[config.mk]
export PLATFORM = sky130hd
export DESIGN_NAME = sm2201_isa_io_responder
export DESIGN_NICKNAME = d
export VERILOG_FILES = /design/src/rtl/sm2201_isa_io_responder.sv
export SDC_FILE = /design/constraint.sdc
export NUM_CORES = 1
export LEC_CHECK = 0
export ABC_AREA = 1
export CAP_MARGIN = 20
export CORE_UTILIZATION = 45
export CTS_CLUSTER_DIAMETER = 100
export DETAILED_ROUTE_END_ITERATION = 10
export GPL_ROUTABILITY_DRIVEN = 0
export HOLD_SLACK_MARGIN = 0.02
export PLACE_DENSITY = 0.76
export RECOVER_POWER = 100
export SLEW_MARGIN = 20
export SYNTH_ARGS = -nofsm -noshare
export SYNTH_HDL_FRONTEND = slang
export SYNTH_SLANG_ARGS = --single-unit
[constraint.sdc]
create_clock -name isa_clk -period 1.5 [get_ports isa_clk]
set_input_delay 0.3 -clock isa_clk [delete_from_list [all_inputs] [get_ports isa_clk]]
set_output_delay 0.3 -clock isa_clk [all_outputs]
set_load 0.005 [all_outputs]
[src/rtl/sm2201_isa_io_responder.sv]
// SM2201 ISA I/O-slave responder: decodes the 0x100-0x13F window and turns each ISA strobe into one local-bus access.
// Optional SM2201_ISA_TIMEOUT_IRQ_EN adds isa_irq_timeout, a flag raised when a local access times out.
module sm2201_isa_io_responder #(
  parameter logic [9:0]  BASE_ADDR    = 10'h100,
  parameter int unsigned WAIT_MAX     = 16,
  parameter logic [7:0]  TIMEOUT_DATA = 8'hFF
) (
  input  logic       isa_clk,
  input  logic       isa_reset,
  input  logic [9:0] isa_addr,
  input  logic       isa_ale,
  input  logic       isa_aen,
  input  logic       isa_ior,
  input  logic       isa_iow,
  input  logic [7:0] isa_data_in,
  output logic [7:0] isa_data_out,
  output logic       isa_data_oe,
  output logic       isa_chrdy,
  output logic [5:0] loc_addr,
  output logic [7:0] loc_wdata,
  output logic       loc_rd,
  output logic       loc_wr,
  input  logic [7:0] loc_rdata,
  input  logic       loc_ack,
  output logic [7:0] timeout_cnt,
`ifdef SM2201_ISA_TIMEOUT_IRQ_EN
  output logic       isa_irq_timeout,
`endif
  output logic       proto_err
);

  typedef enum logic [1:0] {IDLE, REQ, WAIT_ACK, HOLD} state_t;

  localparam logic [7:0] WAIT_LAST = 8'(WAIT_MAX - 1);

  state_t     state;
  logic [9:0] addr_q;
  logic       ior_s1, ior_s2, ior_s3;
  logic       iow_s1, iow_s2, iow_s3;
  logic       op_rd;
  logic [7:0] wait_cnt;

  logic ior_fall, iow_fall, both_low, hit, strobe_high;

  assign ior_fall    = ior_s3 & ~ior_s2;
  assign iow_fall    = iow_s3 & ~iow_s2;
  assign both_low    = ~ior_s2 & ~iow_s2;
  assign hit         = (ior_fall | iow_fall) & ~isa_aen & (addr_q[9:6] == BASE_ADDR[9:6]);
  assign strobe_high = op_rd ? ior_s2 : iow_s2;

  always_ff @(posedge isa_clk or negedge isa_reset) begin
    if (!isa_reset) begin
      state        <= IDLE;
      addr_q       <= '0;
      {ior_s1, ior_s2, ior_s3} <= '1;
      {iow_s1, iow_s2, iow_s3} <= '1;
      op_rd        <= 1'b0;
      wait_cnt     <= '0;
      isa_data_out <= '0;
      isa_data_oe  <= 1'b0;
      isa_chrdy    <= 1'b1;
      loc_addr     <= '0;
      loc_wdata    <= '0;
      loc_rd       <= 1'b0;
      loc_wr       <= 1'b0;
      timeout_cnt  <= '0;
      proto_err    <= 1'b0;
`ifdef SM2201_ISA_TIMEOUT_IRQ_EN
      isa_irq_timeout <= 1'b0;
`endif
    end else begin
      if (isa_ale) addr_q <= isa_addr;
      {ior_s3, ior_s2, ior_s1} <= {ior_s2, ior_s1, isa_ior};
      {iow_s3, iow_s2, iow_s1} <= {iow_s2, iow_s1, isa_iow};
      loc_rd <= 1'b0;
      loc_wr <= 1'b0;

      case (state)
        IDLE: begin
          // Overlapping strobes are a host protocol error and never reach the local bus.
          if (both_low) begin
            proto_err <= 1'b1;
          end else if (hit) begin
            state     <= REQ;
            isa_chrdy <= 1'b0;
            loc_addr  <= addr_q[5:0] - BASE_ADDR[5:0];
            op_rd     <= ior_fall;
            loc_rd    <= ior_fall;
            loc_wr    <= ~ior_fall;
            if (!ior_fall) loc_wdata <= isa_data_in;
          end
        end
        REQ: begin
          wait_cnt <= '0;
          if (strobe_high) begin
            state       <= IDLE;
            isa_chrdy   <= 1'b1;
            isa_data_oe <= 1'b0;
          end else begin
            state <= WAIT_ACK;
          end
        end
        WAIT_ACK: begin
          if (strobe_high) begin
            state       <= IDLE;
            isa_chrdy   <= 1'b1;
            isa_data_oe <= 1'b0;
          end else if (loc_ack) begin
            state     <= HOLD;
            isa_chrdy <= 1'b1;
            if (op_rd) begin
              isa_data_out <= loc_rdata;
              isa_data_oe  <= 1'b1;
            end
`ifdef SM2201_ISA_TIMEOUT_IRQ_EN
            isa_irq_timeout <= 1'b0;
`endif
          end else if (wait_cnt == WAIT_LAST) begin
            state     <= HOLD;
            isa_chrdy <= 1'b1;
            if (op_rd) begin
              isa_data_out <= TIMEOUT_DATA;
              isa_data_oe  <= 1'b1;
            end
            if (timeout_cnt != 8'hFF) timeout_cnt <= timeout_cnt + 8'd1;
`ifdef SM2201_ISA_TIMEOUT_IRQ_EN
            isa_irq_timeout <= 1'b1;
`endif
          end else begin
            wait_cnt <= wait_cnt + 8'd1;
          end
        end
        HOLD: begin
          if (strobe_high) begin
            state       <= IDLE;
            isa_data_oe <= 1'b0;
          end
        end
        default: state <= IDLE;
      endcase
    end
  end

endmodule

==> impl_metrics.py, run 1 <==
metrics = {
    "critical_path": {
        "arrival_ns": 1.76,
        "critPathLaunch": "wait_cnt[1]$_DFFE_PN0P_",
        "crit_path_start_kind": "flip-flop",
        "r2r_start": "wait_cnt[1]$_DFFE_PN0P_",
        "critPathMaxFanout": 8,
        "crit_type": "reg2reg",
        "worstPathRequired_ns": 1.73,
        "cp-end-kind": "flip-flop",
    },
    "global_route": {
        "grt_pass1_vias": 2546,
        "track_usage_pct": 20.0,
        "antenna_found_initial": 0,
        "gr-total-overflow": 0,
        "grt_pass1_wl_um": 11100,
        "grt_max_degree": 25,
    },
    "logic_synthesis": {
        "synth.distinct_cells": 35,
        "yosysSeqAreaShare_pct": 52.5,
        "mappedNetlistArea_mm2": 0.00297,
        "syn_nets": 367,
        "ys_warn_count": 0,
        "synth_area_per_cell_um2": 9.06,
        "postSynthCellCount": 328,
        "ys_ff_latch": 62,
    },
    "clock_tree": {
        "cts_htree_levels": 3,
        "worstSkewPairLatency_ns": 0.34,
        "cts_made_buffers": 9,
        "clock_path_buffers": 2,
        "path_clk_slew_ns": 0.07,
        "cts.sinks": 62,
        "cts_tree": "built",
        "cts_root_buffer": "clkbuf_8",
    },
    "sta": {
        "timing.final.crit_share_pct": 102,
        "layout_setup_ws_ns": -0.0305,
        "setup_tns_ns": -0.181,
        "grt_setup_unrepaired": "yes",
        "finalSetupViolations": 10,
        "finalCriticalPeriod_ns": 1.53,
        "hold_viol_final": 0,
        "fmax_mhz": 653,
        "finClkSkew_ns": 0.00808,
        "worst_pin_slew_ns": 0.663,
        "slew_violations": 0,
        "relSlewSlack_pct": 55.8,
    },
    "layout": {
        "antenna_cells": 0,
        "fin_area_mm2": 0.00445,
        "final_nets": 487,
        "drive_gt1_share_pct": 29.6,
        "syn_to_final_growth_pct": 49.7,
        "layout_commonest_cell": "nand2_1",
        "final_core_util_pct": 70.1,
        "final_cell_mix": "nand2_1, dfrtp_1, buf_4, dlygate4sd2_1, clkdlybuf4s50_1",
    },
    "floorplan": {
        "initial_core_util_pct": 46.8,
        "die_area_mm2": 0.00694,
        "core_area_mm2": 0.00635,
        "die_w_um": 83.3,
        "die_height_um": 83.3,
        "io_pins": 68,
        "rows": 29,
    },
    "power_and_ir_drop": {
        "vdd_ir_drop_max_uv": 768,
        "leakagePower_nw": 2.22,
        "p_per_area_mw_per_mm2": 1270,
        "p_total_mw": 5.65,
    },
    "placed_design": {
        "dp_hpwl_um": 4490,
        "preCtsSetupSlack_ns": -0.181,
        "io_buffer_count": 67,
        "place_area_mm2": 0.00387,
    },
    "routing": {
        "wl_um": 7520,
        "wl_per_cell_um": 14.2,
        "vias": 2613,
        "first_pass_iters": 4,
        "first_iter_violations": 100,
        "vias_per_cell": 4.93,
        "drc": 0,
        "drtAntennaViolNets": 0,
    },
    "hold_path": {
        "hold_class": "reg2reg",
        "min_from": "ior_s1$_DFF_PN1_",
    },
    "status": {
        "status": "complete, but fails checks",
        "violations": "negative setup slack",
    },
    "run": {
        "drv_cap": 0,
    },
}
==> metal layers <==
metal	vias to the layer above	track usage, %	wire length [µm]
li1	1274	-	-
met1	1256	23.1	2920
met2	65	35.2	4060
met3	18	4.87	313
met4	0	8.62	223
met5	-	0	0
==> final cells by class <==
cell class              count  area, µm²
clock buffers              13        149
well taps                  77       96.3
flip-flops and latches     62       1560
clock inverters             3       67.6
fillers                   485       1900
multi-input cells         228       1430
inverters                  34        128
repair buffers            113       1020
==> synth_stat cells (all sizes together) <==
master	count	area (µm²)
nand2	112	450
dfrtp	55	1380
inv	33	124
o21ai	31	208
nor2	30	161
nand3	23	133
dfstp	7	184
ha	6	75.1
buf	5	50.0
nand4	5	52.6
xnor2	5	43.8
xor2	5	43.8
a21oi	3	26.3
clkbuf	2	7.51
a21o	1	7.51
and2	1	6.26
clkinv	1	3.75
nor3	1	5.00
nor3b	1	7.51
o21bai	1	7.51
==> state kept, by name (all words and copies together), names as in the netlist <==
register / cells
proto_err: 1
state: 2
addr_q: 10
isa_data_out: 8
loc_addr: 6
wait_cnt: 8
ior_s2: 1
loc_rd: 1
isa_data_oe: 1
ior_s1: 1
timeout_cnt: 8
iow_s3: 1
loc_wr: 1
loc_wdata: 8
op_rd: 1
isa_chrdy: 1
iow_s2: 1
ior_s3: 1
iow_s1: 1
==> path summary, 6_finish.rpt <==
kind | endpoint | slack, ns | cells after the start
max reg2reg | isa_data_out[0]$_DFFE_PN0P_ | -0.03 | 9
max in group asynchronous | ior_s2$_DFF_PN1_ | 0.17 | 3
min reg2reg | ior_s2$_DFF_PN1_ | 0.36 | 0
min | ior_s2$_DFF_PN1_ | 0.36 | 0
min in group asynchronous | wait_cnt[3]$_DFFE_PN0P_ | 0.44 | 2
max | isa_data_out[0]$_DFFE_PN0P_ | -0.03 | 9
==> kinds of logic after synthesis <==
group / synth area share [%]
AND/OR/NAND/NOR: 27.4
flip-flops: 52.5
buffers and inverters: 6.23
AO/OA/AOI/OAI: 8.38
XOR/XNOR: 2.95
adder cells (fa/ha/maj): 2.53
==> report_power, final <==
part | total [mW] | switching (mW) | internal [mW]
combinational | 1.82 | 0.897 | 0.922
sequential | 2.21 | 0.209 | 2.00
clock | 1.63 | 0.643 | 0.984
total | 5.65 | 1.75 | 3.90
==> stage by stage <==
| step | hold WS, ns | instances |
|---|---|---|
| final | 0.361 | 530 |
| after global routing | 0.367 | 530 |
| after CTS | 0.348 | 516 |
| after detailed placement | 0.278 | 488 |
| after global placement | 0.277 | 488 |
| after floorplan | 0.00441 | 328 |
==> critical path, cell delays in order (launching register included) <==
cell	delay [ns]
dfrtp_1	0.42
ha_4	0.17
inv_2	0.04
nor2_4	0.15
inv_2	0.09
nor2_8	0.19
o21ai_4	0.09
buf_12	0.15
nand2_2	0.07
o21ai_2	0.05
==> repair_timing <==
action,4_1_cts,5_1_grt
resized for setup,36,45
setup buffers,11,9
gates cloned,0,5
hold buffers,1,0
endpoints found under the setup margin,54,42
pin swaps,2,22
hold endpoints to repair,15,0
(Power assumes the default switching activity.)
==> run 2, diff against run 1 <==
--- a/config.mk
+++ b/config.mk
@@ -5,9 +5,9 @@
 export SDC_FILE = /design/constraint.sdc
 export NUM_CORES = 1
 export LEC_CHECK = 0
-export ABC_AREA = 1
+export ABC_AREA = 0
 export CAP_MARGIN = 20
-export CORE_UTILIZATION = 45
+export CORE_UTILIZATION = 44
 export CTS_CLUSTER_DIAMETER = 100
 export DETAILED_ROUTE_END_ITERATION = 10
 export GPL_ROUTABILITY_DRIVEN = 0
==> impl_metrics.py, run 2 <==
metrics = {
    "floorplan": {
        "die_area_mm2": 0.00638,
        "die_w_um": 79.9,
        "core_area_mm2": 0.00589,
        "rows": 28,
        "die_height_um": 79.9,
        "io_pins": 68,
        "initial_core_util_pct": 45.4,
    },
    "sta": {
        "hold_viol_final": 0,
        "worst_pin_slew_ns": 0.842,
        "finalSetupViolations": 44,
        "fmax_mhz": 547,
        "slew_violations": 0,
        "setup_tns_ns": -8.55,
        "layout_setup_ws_ns": -0.330,
        "relSlewSlack_pct": 43.8,
        "finalCriticalPeriod_ns": 1.83,
        "finClkSkew_ns": 0.0161,
        "grt_setup_unrepaired": "yes",
        "timing.final.crit_share_pct": 122,
    },
    "logic_synthesis": {
        "yosys.area_share.adder_pct": 2.81,
        "synth_top_family_by_area": "simple AND/OR/NAND/NOR gates",
        "ys_ff_latch": 62,
        "synth_enable_flop_cells": 0,
        "yosys.area_share.xor_xnor_pct": 3.94,
        "synthSimpleGateAreaFrac_pct": 16.4,
        "yosysMostFrequentCell": "dfrtp_1",
        "ys_top_cells_by_area": "dfrtp_1, mux2_2, dfstp_2",
        "synth_area_per_cell_um2": 12.7,
        "synth.top_cell.area_share_pct": 51.5,
        "ys_warn_count": 0,
        "syn_nets": 250,
        "synth_compound_area_share_pct": 4.50,
        "synth_commonest_cells": "dfrtp_1, mux2_2, nand2_1",
        "postSynthCellCount": 211,
        "mappedNetlistArea_mm2": 0.00267,
        "synth.distinct_cells": 39,
        "async_reset_ff_share_pct": 100,
        "yosysSeqAreaShare_pct": 58.4,
        "synthMuxAreaShare_pct": 12.3,
        "synth_top_area_cell": "dfrtp_1",
        "synth_flop_cell": "dfrtp_1",
    },
    "status": {
        "status": "complete, but fails checks",
        "violations": "negative setup slack",
    },
    "layout": {
        "antenna_cells": 0,
        "final-seq-area_mm2": 0.00156,
        "syn_to_final_growth_pct": 64.5,
        "multi_input_area_mm2": 0.00132,
        "largest_reg_flops": 10,
        "final_cell_mix": "dfrtp_1, buf_4, clkdlybuf4s50_1, mux2_2, clkdlybuf4s25_1",
        "final_nets": 389,
        "regMostFlops": "addr_q",
        "fillCellCount": 384,
        "layout.cells.non_filler": 430,
        "drive_gt1_share_pct": 42.3,
        "layout_commonest_cell": "dfrtp_1",
    },
    "power_and_ir_drop": {
        "leakagePower_nw": 2.12,
        "vdd_ir_drop_max_uv": 967,
        "p_per_area_mw_per_mm2": 1270,
        "p_total_mw": 5.58,
    },
    "global_route": {
        "track_usage_pct": 22.8,
        "grt_pass1_wl_um": 10800,
        "grt_pass1_vias": 2266,
        "gr-total-overflow": 0,
        "grt_max_degree": 63,
        "antenna_found_initial": 0,
    },
    "critical_path": {
        "critPathMaxFanout": 5,
        "crit_type": "in2reg",
        "r2r-end": "loc_wdata[6]$_DFFE_PN0P_",
        "crit_chain": "clkdlybuf4s50_1, or4_4, nor3b_4, buf_6, nand4_4, mux2_2",
        "cp_top_family": "simple AND/OR/NAND/NOR gates",
        "cpPeakStageDelay_ns": 0.55,
        "slowest_stage": "or4_4",
        "critPathBufInv": 2,
        "worstPathRequired_ns": 1.72,
        "rr_worst_depth": 5,
        "arrival_ns": 2.05,
        "r2r_start": "addr_q[7]$_DFFE_PN0P_",
        "r2r_slack_ns": -0.32,
        "cp-end-kind": "flip-flop",
        "crit_path_start_kind": "input port",
    },
    "clock_tree": {
        "path_clk_slew_ns": 0.07,
        "cts_tree": "built",
        "cts_root_buffer": "clkbuf_8",
        "cts_made_buffers": 9,
        "cts_htree_levels": 3,
        "cts.sinks": 62,
        "worstSkewPairLatency_ns": 0.34,
        "clock_path_buffers": 2,
    },
    "run": {
        "drv_cap": 0,
    },
    "placed_design": {
        "dp_hpwl_um": 3960,
        "placed_cells": 389,
        "preCtsSetupSlack_ns": -0.731,
        "io_buffer_count": 67,
    },
    "routing": {
        "wl_per_cell_um": 16.4,
        "drtAntennaViolNets": 0,
        "first_pass_iters": 4,
        "vias_per_cell": 5.17,
        "first_iter_violations": 100,
        "vias": 2225,
        "wl_um": 7040,
        "drc": 0,
    },
    "hold_path": {
        "min_delay_worst_endpoint": "iow_s2$_DFF_PN1_",
        "min_from": "iow_s1$_DFF_PN1_",
        "min_path_cells": 0,
        "hold_class": "reg2reg",
    },
}
-- run 2: changes by cell type after synthesis, sizes merged, moves of 9 or more --
cell / before / now
nor2: 30 / 13
nand2: 112 / 15
nor2b: 0 / 9
inv: 33 / 7
o21ai: 31 / 11
mux2: 0 / 27
nand3: 23 / 10
-- run 2: metal layers --
| layer | wire [µm] | track usage [%] |
|---|---|---|
| met5 | 0 | 0 |
| met4 | 232 | 13.2 |
| met3 | 272 | 5.03 |
| met2 | 3670 | 36.5 |
| met1 | 2870 | 28.4 |
-- run 2: what timing repair did --
action | in CTS | in global routing
endpoints found under the hold margin | 55 | 0
hold buffers | 1 | 0
endpoints found under the setup margin | 59 | 65
setup buffers | 14 | 9
gates cloned | 2 | 0
pin swaps | 21 | 35
resized for setup | 44 | 39
-- run 2: cell type report --
cell class	count	share of cell area (%)
well taps	75	2.14
multi-input cells	140	30.0
clock inverters	4	1.59
clock buffers	12	3.30
repair buffers	130	26.7
flip-flops and latches	62	35.5
inverters	7	0.655
-- run 2: kinds of logic after synthesis --
family	count (synthesis)
xor gates and xnor gates	12
muxes	29
AOI/OAI and AO/OA	20
adders and majority gates	6
and+or+nand+nor	71
buffers and inverters	11
DFF	62
-- run 2: worst max path at each step --
stage | startpoint | to | slack, ns | depth (start not counted)
floorplan | addr_q[7]$_DFFE_PN0P_ | isa_chrdy$_DFFE_PN1P_ | -0.26 | 5
finish | isa_aen | loc_wdata[6]$_DFFE_PN0P_ | -0.33 | 6
CTS | addr_q[7]$_DFFE_PN0P_ | isa_chrdy$_DFFE_PN1P_ | -0.37 | 6
detailed placement | isa_aen | loc_addr[4]$_DFFE_PN0P_ | -0.73 | 5
global route | addr_q[7]$_DFFE_PN0P_ | loc_wdata[2]$_DFFE_PN0P_ | -0.42 | 5
global placement | isa_aen | loc_wdata[7]$_DFFE_PN0P_ | -0.69 | 5
-- run 2: power breakdown --
| part | leakage [nW] | total [mW] | switching (mW) | internal [mW] |
|---|---|---|---|---|
| clock | 0.110 | 1.60 | 0.627 | 0.977 |
| sequential | 0.785 | 2.18 | 0.192 | 1.99 |
| combinational | 1.22 | 1.80 | 0.752 | 1.05 |
| total | 2.12 | 5.58 | 1.57 | 4.01 |
-- run 2: stage by stage --
stage / hold slack (ns) / area, µm² / utilization, %
floorplan: 0.00441 / 2750 / -
global placement: 0.332 / 3810 / 64.7
detailed placement: 0.337 / 3810 / 64.7
CTS: 0.357 / 4280 / 72.7
global route: 0.365 / 4390 / 74.6
finish: 0.363 / 4390 / 74.6
==> run 3, diff against run 2 <==
--- a/config.mk
+++ b/config.mk
@@ -5,7 +5,6 @@
 export SDC_FILE = /design/constraint.sdc
 export NUM_CORES = 1
 export LEC_CHECK = 0
-export ABC_AREA = 0
 export CAP_MARGIN = 20
 export CORE_UTILIZATION = 44
 export CTS_CLUSTER_DIAMETER = 100
==> results of run 3 <==
The final DEF is identical to that of run 2; final timing and power are the same.
